### config.mk
export PLATFORM = sky130hd
export DESIGN_NAME = pgm_ddram_arb
export DESIGN_NICKNAME = d
export VERILOG_FILES = /design/src/rtl/pgm_ddram_arb.sv
export SDC_FILE = /design/constraint.sdc
export NUM_CORES = 1
export LEC_CHECK = 0
export ABC_CLOCK_PERIOD_IN_PS = 3500
export CAP_MARGIN = 20
export CORE_AREA = 2 2 163 165
export DETAILED_ROUTE_END_ITERATION = 8
export DIE_AREA = 0 0 165 167
export PLACE_DENSITY_LB_ADDON = 0.25
export SLEW_MARGIN = 40
export SYNTH_ARGS = -nofsm -noshare
export SYNTH_HDL_FRONTEND = slang
export SYNTH_SLANG_ARGS = --single-unit
### constraint.sdc
create_clock -name clk -period 3.5 [get_ports clk]
set_input_delay 0.7 -clock clk [delete_from_list [all_inputs] [get_ports clk]]
set_output_delay 0.7 -clock clk [all_outputs]
set_load 0.01 [all_outputs]
### src/rtl/pgm_ddram_arb.sv
// DDRAM port arbiter for the PGM core: serialises loader writes and video/CPU
// 64-bit reads onto one DDRAM command port, honouring busy and dout_ready.
module pgm_ddram_arb #(
    parameter logic [28:0] ADDR_BASE  = 29'h0600_0000,
    parameter int          STARVE_MAX = 4
) (
    input  logic        clk,
    input  logic        reset_n,
    input  logic        ld_req,
    input  logic [26:0] ld_addr,
    input  logic [15:0] ld_data,
    output logic        ld_ack,
    input  logic        vid_req,
    input  logic [28:0] vid_addr,
    output logic        vid_ack,
    output logic        vid_valid,
    output logic [63:0] vid_data,
    input  logic        cpu_req,
    input  logic [28:0] cpu_addr,
    output logic        cpu_ack,
    output logic        cpu_valid,
    output logic [63:0] cpu_data,
    output logic        ddram_rd,
    output logic        ddram_we,
    output logic [28:0] ddram_addr,
    output logic [63:0] ddram_din,
    output logic [7:0]  ddram_be,
    output logic [7:0]  ddram_burstcnt,
    input  logic        ddram_busy,
    input  logic [63:0] ddram_dout,
    input  logic        ddram_dout_ready
);
    localparam logic [1:0] S_IDLE    = 2'd0;
    localparam logic [1:0] S_ISSUE   = 2'd1;
    localparam logic [1:0] S_WAIT_RD = 2'd2;

    localparam logic [1:0] OWN_NONE = 2'd0;
    localparam logic [1:0] OWN_LD   = 2'd1;
    localparam logic [1:0] OWN_VID  = 2'd2;
    localparam logic [1:0] OWN_CPU  = 2'd3;

    localparam logic [3:0] STARVE_LIM = 4'(STARVE_MAX);

    logic [1:0]  state_q, state_d;
    logic [1:0]  owner_q, owner_d;
    logic [3:0]  starve_q, starve_d;
    logic        rd_q, rd_d;
    logic        we_q, we_d;
    logic [28:0] addr_q, addr_d;
    logic [63:0] din_q, din_d;
    logic [7:0]  be_q, be_d;
    logic        vid_valid_q, vid_valid_d;
    logic        cpu_valid_q, cpu_valid_d;
    logic [63:0] vid_data_q, vid_data_d;
    logic [63:0] cpu_data_q, cpu_data_d;
    logic [1:0]  pick;
    logic        accept;

    // Loader always wins; a starved CPU beats video; otherwise video beats CPU.
    always_comb begin
        pick = OWN_NONE;
        if (ld_req)
            pick = OWN_LD;
        else if (cpu_req && (starve_q == STARVE_LIM))
            pick = OWN_CPU;
        else if (vid_req)
            pick = OWN_VID;
        else if (cpu_req)
            pick = OWN_CPU;
    end

    assign accept = (state_q == S_ISSUE) && !ddram_busy;

    always_comb begin
        state_d     = state_q;
        owner_d     = owner_q;
        starve_d    = starve_q;
        rd_d        = rd_q;
        we_d        = we_q;
        addr_d      = addr_q;
        din_d       = din_q;
        be_d        = be_q;
        vid_valid_d = 1'b0;
        cpu_valid_d = 1'b0;
        vid_data_d  = vid_data_q;
        cpu_data_d  = cpu_data_q;

        if (!cpu_req)
            starve_d = 4'd0;
        else if (state_q == S_IDLE && pick == OWN_CPU)
            starve_d = 4'd0;
        else if (state_q == S_IDLE && pick == OWN_VID && starve_q != STARVE_LIM)
            starve_d = starve_q + 4'd1;

        case (state_q)
            S_IDLE: begin
                if (pick != OWN_NONE) begin
                    owner_d = pick;
                    state_d = S_ISSUE;
                    case (pick)
                        OWN_LD: begin
                            we_d   = 1'b1;
                            addr_d = ADDR_BASE + {5'd0, ld_addr[26:3]};
                            din_d  = {4{ld_data}};
                            be_d   = 8'h03 << {ld_addr[2:1], 1'b0};
                        end
                        OWN_VID: begin
                            rd_d   = 1'b1;
                            addr_d = ADDR_BASE + vid_addr;
                            be_d   = 8'hFF;
                        end
                        default: begin
                            rd_d   = 1'b1;
                            addr_d = ADDR_BASE + cpu_addr;
                            be_d   = 8'hFF;
                        end
                    endcase
                end
            end
            S_ISSUE: begin
                if (!ddram_busy) begin
                    rd_d = 1'b0;
                    we_d = 1'b0;
                    if (owner_q == OWN_LD) begin
                        state_d = S_IDLE;
                        owner_d = OWN_NONE;
                    end else begin
                        state_d = S_WAIT_RD;
                    end
                end
            end
            S_WAIT_RD: begin
                if (ddram_dout_ready) begin
                    if (owner_q == OWN_VID) begin
                        vid_data_d  = ddram_dout;
                        vid_valid_d = 1'b1;
                    end else begin
                        cpu_data_d  = ddram_dout;
                        cpu_valid_d = 1'b1;
                    end
                    state_d = S_IDLE;
                    owner_d = OWN_NONE;
                end
            end
            default: begin
                state_d = S_IDLE;
                owner_d = OWN_NONE;
            end
        endcase
    end

    always_ff @(posedge clk or negedge reset_n) begin
        if (!reset_n) begin
            state_q     <= S_IDLE;
            owner_q     <= OWN_NONE;
            starve_q    <= 4'd0;
            rd_q        <= 1'b0;
            we_q        <= 1'b0;
            addr_q      <= 29'd0;
            din_q       <= 64'd0;
            be_q        <= 8'd0;
            vid_valid_q <= 1'b0;
            cpu_valid_q <= 1'b0;
            vid_data_q  <= 64'd0;
            cpu_data_q  <= 64'd0;
        end else begin
            state_q     <= state_d;
            owner_q     <= owner_d;
            starve_q    <= starve_d;
            rd_q        <= rd_d;
            we_q        <= we_d;
            addr_q      <= addr_d;
            din_q       <= din_d;
            be_q        <= be_d;
            vid_valid_q <= vid_valid_d;
            cpu_valid_q <= cpu_valid_d;
            vid_data_q  <= vid_data_d;
            cpu_data_q  <= cpu_data_d;
        end
    end

    assign ld_ack         = accept && (owner_q == OWN_LD);
    assign vid_ack        = accept && (owner_q == OWN_VID);
    assign cpu_ack        = accept && (owner_q == OWN_CPU);
    assign vid_valid      = vid_valid_q;
    assign cpu_valid      = cpu_valid_q;
    assign vid_data       = vid_data_q;
    assign cpu_data       = cpu_data_q;
    assign ddram_rd       = rd_q;
    assign ddram_we       = we_q;
    assign ddram_addr     = addr_q;
    assign ddram_din      = din_q;
    assign ddram_be       = be_q;
    assign ddram_burstcnt = 8'd1;

endmodule

# ---- Yosys cells after proc, flatten, opt, wreduce, memory -nomap -nowiden
# Cells that the tools add are included.
dict set report classes {
  n_eq_ne 17
  multipliers 0
  n_shift 1
  mux 31
  n_reduce_logical 20
  addsub 4
  n_bitwise 1
  n_div 0
  magnitude_cmp 0
}
# op n
set op_table {}
lappend op_table {{$add A27 B29 Y29 const A} 2}
lappend op_table {{$pmux W29 S2} 1}
lappend op_table {{$add A27 B24 Y28 const A} 1}
lappend op_table {{$mux W2} 11}
lappend op_table {{$mux W4} 3}
lappend op_table {{$pmux W2 S3} 2}
lappend op_table {{$reduce_and A3 Y1} 4}
lappend op_table {{$reduce_and A4 Y1} 3}
lappend op_table {{$mux W1} 11}
lappend op_table {{$eq A2 B2 Y1 const B} 5}
lappend op_table {{$logic_and A1 B1 Y1} 8}
lappend op_table {{$mux W8} 1}
lappend op_table {{$shl A2 B3 Y8 const A} 1}
lappend op_table {{$eq A2 B1 Y1 const B} 3}
lappend op_table {{$ne A2 B1 Y1 const B} 3}
lappend op_table {{$ne A2 B2 Y1 const B} 3}
lappend op_table {{$add A4 B1 Y4 const B} 1}
lappend op_table {{$eq A4 B3 Y1 const B} 1}
lappend op_table {{$ne A4 B3 Y1 const B} 1}
lappend op_table {{$pmux W1 S2} 2}
lappend op_table {{$reduce_bool A2 Y1} 2}
lappend op_table {{$ne A3 B1 Y1 const B} 1}
lappend op_table {{$logic_not A2 Y1} 1}
lappend op_table {{$reduce_and A2 Y1} 1}
lappend op_table {{other kinds (2)} 2}
dict set report word_totals {
  wordCells 86
  latchBits 0
  rom_bits 0
  out_inout_bits 244
  reg_bits 241
  memories 0
  mem_bits_rw 0
}

# ---- Longest topological paths before layout
dict set report logic_depth {
  word_depth 10
  mapped_depth 13
  depth_no_buf 11
}

# ---- Least setup slack after synthesis
# OpenSTA, ideal clock, no wires.
dict set report synth_timing {
  path_type {input-to-reg}
  start {input port ld_req}
  end {register addr_q[27], in the netlist ddram_addr[27]}
  slack_ps 876
  path_stages 11
  required_ps 3418
  n_path_buf 4
  arrival_ps 2542
  setup_ps 82
  cell_sequence {clkbuf_1 > buf_2 > a21oi_1 > ha_1 > buf_2 > buf_2 > mux2i_1 > ha_1 > xnor2_1 > nand3b_1 > a31oi_1}
}
dict set report synth_via {
  elab_chain_len 3
}
# item line_no
set synth_lines {}
lappend synth_lines {{start: declaration} 9} ;# input logic ld_req,
lappend synth_lines {{$mux W2 (*)} 62} ;# if (ld_req)
lappend synth_lines {{$eq A2 B2 Y1, or another cell as far along} 100} ;# case (pick)
lappend synth_lines {{$pmux W29 S2 / $reduce_and A2 Y1 (equally long branches)} n/a}
lappend synth_lines {{end signal: assignment} 172} ;# addr_q <= addr_d;
lappend synth_lines {{end: declaration} 49} ;# logic [28:0] addr_q, addr_d;
# Every way passes the cells marked *; elsewhere a longest branch is shown, timed or not.
# A chain may end at the register's enable or synchronous reset.

# ---- Final worst setup path
dict set report layout_timing {
  start {input port ddram_busy}
  end {output port ld_ack}
}
dict set report layout_via {
  elab_chain_len 3
}
# item line_no
set layout_lines {}
lappend layout_lines {{start: declaration} 29} ;# input logic ddram_busy,
lappend layout_lines {{$logic_not A1 Y1} n/a}
lappend layout_lines {{$logic_and A1 B1 Y1} 72} ;# assign accept = (state_q == S_ISSUE) && !ddram_busy;
lappend layout_lines {{$logic_and A1 B1 Y1} 182} ;# assign ld_ack = accept && (owner_q == OWN_LD);
lappend layout_lines {{end: declaration} 12} ;# output logic ld_ack,
# No other way between the ends.

==> impl_metrics.yaml <==
setup_path:
  start_kind: "input port"
  cp_slowest_cell: "clkdlybuf4s50_1"
  cp_data_required_time_ns: 2.80
  timing.critical_path.max_delay_family: "buffers and inverters"
  endpoint_kind: "output pin"
  crit_arrival_ns: 2.16
  max_stage_delay_ns: 0.57
  critPathBufInv: 2
  crit_path_max_fanout: 5
  path_cells: "clkdlybuf4s50_1 > nor2_1 > nand3_1 > nor2_1 > clkdlybuf4s50_1"
  setup.worst_path.class: "in2out"
die:
  core_sq_um: 25800
  dieArea_sq_um: 27600
  num_rows: 59
  die_w_um: 165
  initial_core_util_pct: 32.5
  die_h_um: 167
  num_io_pins: 416
final_layout:
  num_antenna_cells: 0
  fin_nets: 1191
  final_layout_size_suffix_gt1_share_pct: 14.2
  area_delta_synth_final_pct: 54.6
route:
  dr.first_iter.drc_count: 189
  wl_met2_um: 11400
  wl_per_cell_um: 17.1
  dr.max_layer_used: "met4"
  wirelength_met1_um: 9400
  num_vias: 6172
  ant_nets: 0
  wl_met3_um: 2090
  dr.pass1.iters: 4
  wirelength_um: 23300
  vias_per_cell: 4.54
  drc_errors: 0
cts:
  cts_tree: "yes"
  clock_path_buffers: 2
  cts_resized: 0
  clk_latency_ns: 0.43
  hold_buffers: 0
  clockRootBuffer: "clkbuf_16"
  post_cts_buffers: 0
  clock-sinks: 189
  cts_htree_levels: 4
  numCtsBuffers: 17
  path_clk_slew_ns: 0.08
placement:
  gp_congestion: 0.772
  io_buffers: 406
  place_ws_ns: 0.402
  dpl.hpwl_um: 17700
pwr:
  p_per_area_nw_per_um2: 829
  max-vdd-ir-drop_mv: 0.440
  p_leak_nw: 5.55
sta:
  rsz0062_at_grt: "false"
  max_freq_ghz: 0.350
  finalSetupViolations: 0
  worst_slack_ns: 0.645
  hold_slack_ns: 0.272
  timing.final.hold_violations: 0
  skew_ns: 0.0140
  relSlewSlack_pct: 52.8
  drv_slew: 0
  min_period_ns: 2.86
  tightest_slew_ns: 0.708
  final.period_utilization_pct: 81.6
  setup-tns-final_ns: 0
synthesis:
  syn_avg_cell_area_sq_um: 12.6
  synth_commonest_cells: "dfrtp_1 (189), mux2_2 (90), buf_4 (62)"
  synth_cell_type_count: 39
  synth_edf_count: 0
  synth_top_area_cell: "dfrtp_1"
  synth_seq_cells: 189
  synth_area_sq_um: 8370
  synthFlopType: "dfrtp_1"
  async_flop_share_pct: 100
  ys_warn_count: 0
  yosysMostFrequentCell: "dfrtp_1"
  syn_inst: 662
  yosysTopAreaCellShare_pct: 56.5
  synth_area_leaders: "dfrtp_1 (57%), mux2_2 (12%), mux2_1 (7.4%), buf_4 (5.6%), a22oi_1 (2.2%)"
  ys_seq_area_share_pct: 56.5
global_routing:
  grt-ovfl-total: 0
  grt_max_degree: 88
  grt_pass1_wl_um: 35400
  grt_usage_pct: 16.8
  grt_pass1_vias: 6117
  antenna_found_initial: 0
flow_run:
  drv_cap: 0
run_status:
  status: "completed"
hold_path:
  hp-class: "in2async"
## worst reg2reg max path: stages (launching register included)
cell and delay (ns):
dfrtp_1 0.38, inv_1 0.08, ha_1 0.20, nand3b_1 0.14, nand2_1 0.08, a21oi_1 0.34
ha_1 0.41, buf_4 0.26, buf_4 0.26, a22oi_1 0.10, nor2_1 0.10, a21oi_1 0.05
o21ai_0 0.17
## metrics by stage
step / std cells / cell area, sq um / util, % / power [mW]
2_1_floorplan: 668 / 8390 / - / 6.06
3_3_place_gp: 1328 / 12300 / 47.8 / 8.80
3_5_place_dp: 1328 / 12300 / 47.8 / 8.88
4_1_cts: 1360 / 12900 / 50.2 / 10.9
5_1_grt: 1360 / 12900 / 50.2 / 11.4
6_report: 1360 / 12900 / 50.2 / 10.7
## final cells by class
type | count | area, sq um
fillers | 2348 | 12800
flip-flops and latches | 189 | 4730
well taps | 335 | 419
clock buffers | 18 | 439
multi-input cells | 373 | 2900
clock inverters | 14 | 183
inverters | 7 | 26.3
repair buffers | 424 | 4240
## registers in the layout, summed over array words and instances (netlist names)
signal / cells
ddram_din: 16
ddram_addr: 29
starve_q: 4
ddram_be: 4
owner_q: 2
state_q: 2
vid_valid: 1
cpu_valid: 1
vid_data: 64
ddram_rd: 1
ddram_we: 1
cpu_data: 64
## metal layers
metal  vias up  track usage [%]
li1       2935                -
met1      2926             19.7
met2       286             28.9
met3        25             5.28
met4         0             5.78
met5         -                0
## worst paths after layout
kind / depth (start not counted) / startpoint / slack (ns) / end
setup / recovery: 5 / ddram_busy / 0.64 / ld_ack
hold / removal: 1 / reset_n / 0.27 / cpu_data[27]
setup reg to reg: 12 / starve_q[0] / 0.86 / ddram_addr[13]
hold reg to reg: 2 / ddram_addr[26] / 0.47 / ddram_addr[26]
max in group asynchronous: 2 / reset_n / 2.42 / ddram_addr[28]
min in group clk: 2 / ddram_addr[26] / 0.47 / ddram_addr[26]
## power breakdown
part	internal (mW)	total, mW	switching, mW
Combinational	3.04	4.97	1.93
Clock	1.00	1.99	0.989
Sequential	3.17	3.77	0.600
Total	7.21	10.7	3.52
## cell families after synthesis
kind of cell,synth area share [%]
fa+ha+maj,1.05
xor+xnor,0.628
flops,56.5
buf+inv,9.23
other cells,0.0898
simple gates,5.61
mux,20.1
compound gates,6.76
## placed cells by master (no fill, tap or decap), drive strengths merged, types with 4 or more instances in the layout
| master | instances |
|---|---|
| dfrtp | 189 |
| nor2 | 49 |
| nor3 | 4 |
| ha | 7 |
| buf | 19 |
| clkdlybuf4s50 | 405 |
| a21oi | 29 |
| clkinv | 6 |
| a31oi | 5 |
| mux2 | 145 |
| inv | 15 |
| mux2i | 5 |
| clkbuf | 18 |
| a22oi | 24 |
| conb | 8 |
| nand2 | 36 |
| o21ai | 34 |
Note: power is estimated with default switching activity, not from simulation.
